### config.mk
export PLATFORM = sky130hd
export DESIGN_NAME = bcd_stopwatch_ctrl
export DESIGN_NICKNAME = d
export VERILOG_FILES = /design/src/rtl/bcd_ctrl_pkg.sv /design/src/rtl/bcd_digit.sv /design/src/rtl/bcd_stopwatch_ctrl.sv
export SDC_FILE = /design/constraint.sdc
export NUM_CORES = 1
export LEC_CHECK = 0
export CAP_MARGIN = 20
export CORE_MARGIN = 4
export CORE_UTILIZATION = 55
export CTS_CLUSTER_SIZE = 40
export DETAILED_ROUTE_END_ITERATION = 8
export PLACE_DENSITY = 0.77
export SLEW_MARGIN = 10
export SYNTH_ARGS = -nofsm -noshare
export SYNTH_HDL_FRONTEND = slang
export SYNTH_SLANG_ARGS = --single-unit
export TNS_END_PERCENT = 1
### constraint.sdc
create_clock -name clk -period 2.2 [get_ports clk]
set_input_delay 0.22 -clock clk [delete_from_list [all_inputs] [get_ports clk]]
set_output_delay 0.22 -clock clk [all_outputs]
set_load 0.03 [all_outputs]
### src/rtl/bcd_ctrl_pkg.sv
// Shared definitions for the BCD stopwatch controller.
//   state_t      : FSM state encodings (also driven out on state_o)
//   BCD_MAX      : largest legal BCD digit value
//   presc_width(): prescaler register width for a given TICK_DIV (>= 1 bit)
package bcd_ctrl_pkg;

    typedef enum logic [1:0] {
        ST_IDLE  = 2'b00,
        ST_RUN   = 2'b01,
        ST_PAUSE = 2'b10,
        ST_LAP   = 2'b11
    } state_t;

    localparam logic [3:0] BCD_MAX = 4'd9;

    function automatic int presc_width(input int tick_div);
        int w;
        w = $clog2(tick_div);
        return (w < 1) ? 1 : w;
    endfunction

endpackage

### src/rtl/bcd_digit.sv
// One BCD digit of the stopwatch chain.
//   clk, rst_n : clock, async active-low reset
//   clr        : synchronous zero
//   inc        : advance by one this cycle (9 wraps to 0)
//   q          : digit value, always 0..9
//   at9        : q is 9, used by the controller to build the carry chain
module bcd_digit
    import bcd_ctrl_pkg::*;
(
    input  logic       clk,
    input  logic       rst_n,
    input  logic       clr,
    input  logic       inc,
    output logic [3:0] q,
    output logic       at9
);

    assign at9 = (q == BCD_MAX);

    always_ff @(posedge clk or negedge rst_n) begin
        if (!rst_n) begin
            q <= 4'd0;
        end else if (clr) begin
            q <= 4'd0;
        end else if (inc) begin
            q <= at9 ? 4'd0 : q + 4'd1;
        end
    end

endmodule

### src/rtl/bcd_stopwatch_ctrl.sv
// Start/stop/lap/clear stopwatch controller driving a chain of BCD digits.
//   clk, rst_n             : clock, async active-low reset
//   start_stop, lap, clear : single-cycle button pulses
//   count_o                : displayed BCD value, digit 0 in [3:0]
//   running_o              : high in RUN or LAP
//   ovf_o                  : sticky wrap-past-all-9s flag, cleared by clear in PAUSE
//   state_o                : current FSM state
//
// state | meaning
// IDLE  | stopped, count is zero
// RUN   | counting, display live
// PAUSE | stopped, count held
// LAP   | counting, display frozen on the lap register
module bcd_stopwatch_ctrl
    import bcd_ctrl_pkg::*;
#(
    parameter int TICK_DIV = 10,
    parameter int DIGITS   = 4
) (
    input  logic                clk,
    input  logic                rst_n,
    input  logic                start_stop,
    input  logic                lap,
    input  logic                clear,
    output logic [4*DIGITS-1:0] count_o,
    output logic                running_o,
    output logic                ovf_o,
    output logic [1:0]          state_o
);

    localparam int             PW         = presc_width(TICK_DIV);
    localparam logic [PW-1:0]  PRESC_LAST = PW'(TICK_DIV - 1);

    state_t              state_q, state_d;
    logic [PW-1:0]       presc_q;
    logic [4*DIGITS-1:0] live_cnt;
    logic [4*DIGITS-1:0] lap_q;
    logic [DIGITS-1:0]   at9;
    logic [DIGITS:0]     carry;
    logic                tick;
    logic                clr_evt;
    logic                lap_capture;

    always_ff @(posedge clk or negedge rst_n) begin
        if (!rst_n) begin
            state_q <= ST_IDLE;
        end else begin
            state_q <= state_d;
        end
    end

    // A higher-priority pulse that takes effect masks the lower ones.
    always_comb begin
        state_d     = state_q;
        clr_evt     = 1'b0;
        lap_capture = 1'b0;
        case (state_q)
            ST_IDLE: begin
                if (start_stop) state_d = ST_RUN;
            end
            ST_RUN: begin
                if (start_stop) begin
                    state_d = ST_PAUSE;
                end else if (lap) begin
                    state_d     = ST_LAP;
                    lap_capture = 1'b1;
                end
            end
            ST_PAUSE: begin
                if (clear) begin
                    state_d = ST_IDLE;
                    clr_evt = 1'b1;
                end else if (start_stop) begin
                    state_d = ST_RUN;
                end
            end
            ST_LAP: begin
                if (start_stop) begin
                    state_d = ST_PAUSE;
                end else if (lap) begin
                    state_d = ST_RUN;
                end
            end
            default: state_d = ST_IDLE;
        endcase
    end

    always_comb begin
        running_o = (state_q == ST_RUN) || (state_q == ST_LAP);
        state_o   = state_q;
        count_o   = (state_q == ST_LAP) ? lap_q : live_cnt;
    end

    assign tick = running_o && (presc_q == PRESC_LAST);

    // Lap toggles never touch the prescaler, so the tick rate is unaffected.
    always_ff @(posedge clk or negedge rst_n) begin
        if (!rst_n) begin
            presc_q <= '0;
        end else if ((state_q == ST_IDLE) || clr_evt) begin
            presc_q <= '0;
        end else if (running_o) begin
            presc_q <= tick ? '0 : presc_q + PW'(1);
        end
    end

    // Captures the value on display this cycle, before any coincident tick.
    always_ff @(posedge clk or negedge rst_n) begin
        if (!rst_n) begin
            lap_q <= '0;
        end else if (lap_capture) begin
            lap_q <= live_cnt;
        end
    end

    always_ff @(posedge clk or negedge rst_n) begin
        if (!rst_n) begin
            ovf_o <= 1'b0;
        end else if (clr_evt) begin
            ovf_o <= 1'b0;
        end else if (carry[DIGITS]) begin
            ovf_o <= 1'b1;
        end
    end

    // carry[i] = tick and every digit below i is 9.
    assign carry[0] = tick;

    for (genvar i = 0; i < DIGITS; i++) begin : g_digit
        bcd_digit u_digit (
            .clk   (clk),
            .rst_n (rst_n),
            .clr   (clr_evt),
            .inc   (carry[i]),
            .q     (live_cnt[4*i +: 4]),
            .at9   (at9[i])
        );
        assign carry[i+1] = carry[i] & at9[i];
    end

endmodule

Word level (Yosys, flattened, before mapping). Cells that the tools add are included.

Bits in registers: 39.

Add/subtract/negate cells: 5. Equal/unequal tests: 10. Mux-type cells: 30. Bitwise operators: 4. Reductions and logical operators: 11.

Operators with widths (count): two-way mux 4 bit (15); adder 4 x 1 -> 4 bit, second input constant (5); == test 4 bit, second input constant (5); two-way mux 16 bit (1); two-way mux 2 bit (6); nonzero test 2 bit (6); one-hot mux 2 bit (4 select lines) (1); two-way mux 1 bit (7); != test 3 bit, second input constant (2); bitwise AND 1 bit (4); == test 2 bit, second input constant (2); == test 2 x 1 -> 1 bit, second input constant (1); zero test 2 bit (1); logical OR 1 bit (2); AND reduction 2 bit (1); logical AND 1 bit (1).

Longest topological paths before layout.
Depth after elaboration: 9. Depth in mapped cells: 7.

Modules after synthesis. From an unflattened synthesis, not the netlist that was laid out.

Cells, all modules: 195. Area, all modules: 2180.8 um^2.

By module, submodules not included: bcd_stopwatch_ctrl (instances 1, cells each 99, area each 1255.0 um^2); bcd_digit (instances 4, cells each 24, area each 231.5 um^2).

Worst setup path after synthesis. OpenSTA, ideal clock, no wires.

Path type: flip-flop to flip-flop. From: register state_q[0] (netlist: state_o[0]). To: register g_digit[3].u_digit.q[2]. Data arrival time: 1.690 ns. Data required time: 2.122 ns. Path slack: 0.432 ns. Stages on the path, launching flop included: 7. Path buffers: 2. Clock period less this slack: 1.768 ns. Path through: dfrtp_1 -> buf_4 -> and4b_1 -> buf_4 -> nand4_4 -> or4_1 -> a21oi_1.

Longest elaborated chain between the ends: 7. Elaborated cells on any way between the ends: 11. Classes of those cells: eq/ne (3); mux (2); bitwise (3); reduce/logical (3).

Ends and longest elaborated chain: from (decl) (line bcd_stopwatch_ctrl.sv:34) `state_t state_q, state_d;`; from (signal assigned) (line bcd_stopwatch_ctrl.sv:48) `state_q <= state_d;`; == test 2 x 1 -> 1 bit / == test 2 bit (equally long branches) (line bcd_stopwatch_ctrl.sv:89) `running_o = (state_q == ST_RUN) || (state_q == ST_LAP);`; logical OR 1 bit (line bcd_stopwatch_ctrl.sv:89); logical AND 1 bit (line bcd_stopwatch_ctrl.sv:94) `assign tick = running_o && (presc_q == PRESC_LAST);`; bitwise AND 1 bit (3 in series) (line bcd_stopwatch_ctrl.sv:138) `assign carry[i+1] = carry[i] & at9[i];`; nonzero test 2 bit (no line); to (signal assigned) (line bcd_digit.sv:26) `q <= at9 ? 4'd0 : q + 4'd1;`; to (decl) (line bcd_digit.sv:14) `output logic [3:0] q,`.

Several ways; a longest one is shown, not always the timed one. A chain may end at the register's enable or synchronous reset.

Worst setup path after layout.
From: register presc_q[1]. To: register g_digit[3].u_digit.q[3].

Longest elaborated chain between the ends: 6.

Ends and longest elaborated chain: from (decl) (line bcd_stopwatch_ctrl.sv:35) `logic [PW-1:0] presc_q;`; from (signal assigned) (line bcd_stopwatch_ctrl.sv:103) `presc_q <= tick ? '0 : presc_q + PW'(1);`; == test 4 bit (line bcd_stopwatch_ctrl.sv:94); logical AND 1 bit (line bcd_stopwatch_ctrl.sv:94); bitwise AND 1 bit (3 in series) (line bcd_stopwatch_ctrl.sv:138); nonzero test 2 bit (no line).

Every way passes these cells.

==> summary.txt <==
DETAILED ROUTING
--------------------------------------------------------------------------------------------------------
Routed wire length                                                                               4.41 mm
Routed Antenna Nets                                                                                    0
First-pass DRT Iterations                                                                              4
Via count of the routed design                                                                      1605
DR DRC count                                                                                           0
Count of routing violations after the opening detailed-route iteration                               129
Average wire per cell in the routed design                                                       16.0 um
Number of vias per cell after detailed routing                                                      5.82

PWR
--------------------------------------------------------------------------------------------------------
Register share of total power                                                                      43.2%
Switching power as a share of total power                                                          34.2%
VDD IR-drop max                                                                                   559 uV
Power per cell area                                                                          931 nW/um^2
Total net switching power                                                                         793 uW
Power consumption                                                                                2320 uW
Combinational power share                                                                          33.9%
Leakage                                                                                       0.00119 uW
Cell internal power dissipation                                                                  1530 uW
Share of power burned in the clock network                                                         22.9%

SYNTHESIS
--------------------------------------------------------------------------------------------------------
Parity-gate share of the synthesized area counting xor and xnor cells                             0.822%
Synthesized-area fraction occupied by ao, oa, aoi and oai cells                                    8.04%
Mean post-synth cell area                                                                      10.7 um^2
Combinational family with the most area after synthesis                                     multiplexers
Synthesized cell area                                                                          2130 um^2
Adder-cell area share of the yosys netlist                                                         5.87%
Sequential element share of the synthesized area                                                   45.8%
Gate Count Post-Synth                                                                                199
Number of storage elements in the synthesis netlist                                                   39
Simple-gate share of the synthesized area                                                          17.7%
Synthesized Nets                                                                                     214
Count of unique library cells instantiated by Yosys                                                   34
Share of synthesized area spent on multiplexers                                                    18.4%
Count of warnings emitted by yosys                                                                     0

LAYOUT
--------------------------------------------------------------------------------------------------------
Fraction of layout instances using a drive strength above 1                                        29.4%
Final antenna diode count                                                                              0
Filler Cells Inserted                                                                                300
Most common library cell in the layout ignoring fill and taps                               sky130_fd_sc_hd__dfrtp_1
Non-filler instance count after layout                                                               276
Core occupancy in the finished layout                                                              67.0%
Area added between synthesis and finish                                                            16.8%
Final-stage net count                                                                                242
Commonest non-fill, non-tap cells in the layout                                             sky130_fd_sc_hd__dfrtp_1, sky130_fd_sc_hd__mux2_2, sky130_fd_sc_hd__buf_4, sky130_fd_sc_hd__nand2_1

GLOBAL ROUTE
--------------------------------------------------------------------------------------------------------
Routing layer with the top usage in global route                                                    met2
Global-route total usage across every layer                                                        20.1%
Total global routing overflow                                                                          0
Antenna violations before repair                                                                       0
Global-route met3 utilization                                                                      6.62%
Pin count of the biggest net entering global routing                                                  40
Via count of the first global-routing pass                                                          1707
Met2 track demand over resource in global routing                                                  32.8%
Met1 track demand over resource                                                                    24.2%
Wire length of the first global-routing pass                                                     7.85 mm

STA
--------------------------------------------------------------------------------------------------------
Pin slew with the least headroom to its limit                                                   0.849 ns
Hold Vio Cnt, Final                                                                                    0
Setup TNS Final                                                                                     0 ns
Setup repair after global routing missed its margin                                                   no
Minimum clock period after layout                                                                2.10 ns
Setup Skew                                                                                    0.00723 ns
Tcrit/Tclk final                                                                                   95.4%
Slack of the critical path                                                                      0.101 ns
Achievable Freq                                                                                0.476 GHz
Number of pins with negative max-slew slack in the final report                                        0
Slew Limit Headroom                                                                                43.4%
Final-report setup violation count                                                                     0

FLOORPLANNING
--------------------------------------------------------------------------------------------------------
Chip Height                                                                                      70.3 um
Die Wd                                                                                           70.3 um
Ports                                                                                                 25
CORE AREA                                                                                      3720 um^2
Die Area                                                                                       4940 um^2
Initial cell density of the core                                                                   57.4%
Number of standard-cell rows in the floorplan                                                         22

CTS
--------------------------------------------------------------------------------------------------------
CTS root buffer                                                                             sky130_fd_sc_hd__clkbuf_8
CTS tree                                                                                             yes
Insertion delay to the later sink of the worst-skew pair                                         0.30 ns
Post-CTS Hold Buffers                                                                                  0
Postcts setup bufs                                                                                     0
Total of cells resized after clock tree synthesis                                                      0
Post-CTS clock slew at the launch and capture registers of the worst setup and hold paths        0.08 ns
H-tree levels                                                                                          2
Clock buffers created by TritonCTS                                                                     5
Number of sinks on the clock net                                                                      39
Largest buffer count on any clock path                                                                 2

PLACE
--------------------------------------------------------------------------------------------------------
Routability-driven placement congestion ratio                                                      0.830
Worst slack after detailed placement                                                            0.149 ns
Cell count after placement                                                                           268
Port bufs                                                                                             24
Detailed-placement wirelength estimate                                                           3.17 mm

CRITICAL PATH
--------------------------------------------------------------------------------------------------------
Endpoint class of the critical path                                                            flip-flop
Worst setup path category                                                                   flip-flop to flip-flop
Cell-by-cell trace of the critical path                                                     inv_1, ha_1, nand4b_1, nor4_1, a41oi_1, a311oi_1
Largest driver fanout on the critical path                                                             6
Largest stage delay, worst path                                                                  0.58 ns
Launching element type of the critical path                                                    flip-flop
Max stage delay cell, worst path                                                            sky130_fd_sc_hd__nor4_1
Worst EP required                                                                                2.40 ns
Worst path arrival time                                                                          2.29 ns

OUTCOME
--------------------------------------------------------------------------------------------------------
Run status                                                                                  finished, final reports clean

MIN PATH
--------------------------------------------------------------------------------------------------------
Hold/Removal Path Class                                                                     input port to asynchronous set/reset pin

RUN
--------------------------------------------------------------------------------------------------------
Maximum Capacitance Violations                                                                         0

-- flip-flops by register name, indices dropped and copies added, names as in the netlist --
name,flops
presc_q,4
g_digit.u_digit.q,16
state_o,2
lap_q,16
ovf_o,1
-- metrics by stage --
step           hold slack, ns  area [um^2]
6_report               0.0283         2490
5_1_grt                 0.101         2490
4_1_cts                0.0562         2490
3_5_place_dp            0.377         2390
3_3_place_gp            0.370         2390
2_1_floorplan         -0.0756         2130
-- synthesized netlist by cell type --
master / number / area, um^2
sky130_fd_sc_hd__a21boi_0: 1 / 7.51
sky130_fd_sc_hd__a21oi_1: 13 / 65.1
sky130_fd_sc_hd__a22o_1: 1 / 8.76
sky130_fd_sc_hd__a311oi_1: 1 / 8.76
sky130_fd_sc_hd__a31o_2: 1 / 8.76
sky130_fd_sc_hd__a41oi_1: 1 / 8.76
sky130_fd_sc_hd__and2_1: 2 / 12.5
sky130_fd_sc_hd__and3b_1: 4 / 35.0
sky130_fd_sc_hd__and4b_1: 1 / 10.0
sky130_fd_sc_hd__buf_2: 4 / 20.0
sky130_fd_sc_hd__buf_4: 2 / 15.0
sky130_fd_sc_hd__clkbuf_1: 4 / 15.0
sky130_fd_sc_hd__dfrtp_1: 39 / 976
sky130_fd_sc_hd__ha_1: 10 / 125
sky130_fd_sc_hd__inv_1: 6 / 22.5
sky130_fd_sc_hd__mux2_2: 33 / 372
sky130_fd_sc_hd__mux2i_1: 2 / 20.0
sky130_fd_sc_hd__nand2_1: 15 / 56.3
sky130_fd_sc_hd__nand3_1: 5 / 25.0
sky130_fd_sc_hd__nand3b_1: 4 / 30.0
sky130_fd_sc_hd__nand4_1: 1 / 6.26
sky130_fd_sc_hd__nand4_4: 1 / 21.3
sky130_fd_sc_hd__nand4b_1: 1 / 8.76
sky130_fd_sc_hd__nor2_1: 13 / 48.8
sky130_fd_sc_hd__nor2b_1: 2 / 12.5
sky130_fd_sc_hd__nor3_1: 6 / 30.0
sky130_fd_sc_hd__nor3_2: 1 / 10.0
sky130_fd_sc_hd__nor3b_1: 1 / 7.51
sky130_fd_sc_hd__nor4_1: 4 / 25.0
sky130_fd_sc_hd__o21ai_0: 11 / 55.1
sky130_fd_sc_hd__o2bb2ai_1: 1 / 8.76
sky130_fd_sc_hd__or3_1: 5 / 31.3
sky130_fd_sc_hd__or4_1: 1 / 7.51
sky130_fd_sc_hd__xnor2_1: 2 / 17.5
-- layer usage --
layer | up-vias | wire, um
met5 | - | 0
met3 | 10 | 178
met1 | 797 | 1950
li1 | 764 | -
met4 | 0 | 99
met2 | 34 | 2180
-- worst max-delay path, delay by kind of cell, from the launching register on --
kind	cells	cell delay, ns
flip-flops	1	0.41
adder cells (fa/ha/maj)	1	0.15
AO/OA/AOI/OAI	2	0.51
buffers and inverters	1	0.07
AND/OR/NAND/NOR	2	0.86
-- cell type report --
cell class / count / area, um^2 / area share [%]
Multi-Input combinational cell: 144 / 1080 / 43.5
Timing Repair Buffer: 31 / 248 / 9.95
Tap cell: 48 / 60.1 / 2.41
Inverter: 6 / 22.5 / 0.905
Sequential cell: 39 / 976 / 39.2
Clock buffer: 8 / 100 / 4.02
-- cell families (layout without fill, tap and decap cells) --
logic type | after synthesis | after routing
and+or+nand+nor | 67 | 67
DFF | 39 | 39
muxes | 35 | 35
AOI/OAI and AO/OA | 30 | 30
buffers and inverters | 16 | 45
adders and majority gates | 10 | 10
xor gates and xnor gates | 2 | 2
-- power groups by stage --
stage               Clock [uW]  Combinational, uW  Sequential, uW
global route               572                859            1030
detailed placement           0                792            1020
CTS                        541                798            1000
floorplan                    0                520            1020
global placement             0                772            1000
finish                     530                786            1000
-- final timing paths --
| kind | start | end | slack, ns | depth (start not counted) |
|---|---|---|---|---|
| setup / recovery | presc_q[1] | g_digit[3].u_digit.q[3] | 0.10 | 6 |
| hold / removal | rst_n | lap_q[15] | 0.03 | 1 |
| setup reg to reg | presc_q[1] | g_digit[3].u_digit.q[3] | 0.10 | 6 |
| hold reg to reg | lap_q[10] | lap_q[10] | 0.51 | 1 |
| max in group asynchronous | rst_n | lap_q[8] | 1.64 | 1 |
| min in group clk | lap_q[10] | lap_q[10] | 0.51 | 1 |
No activity file was read; power rests on OpenSTA's default activity.
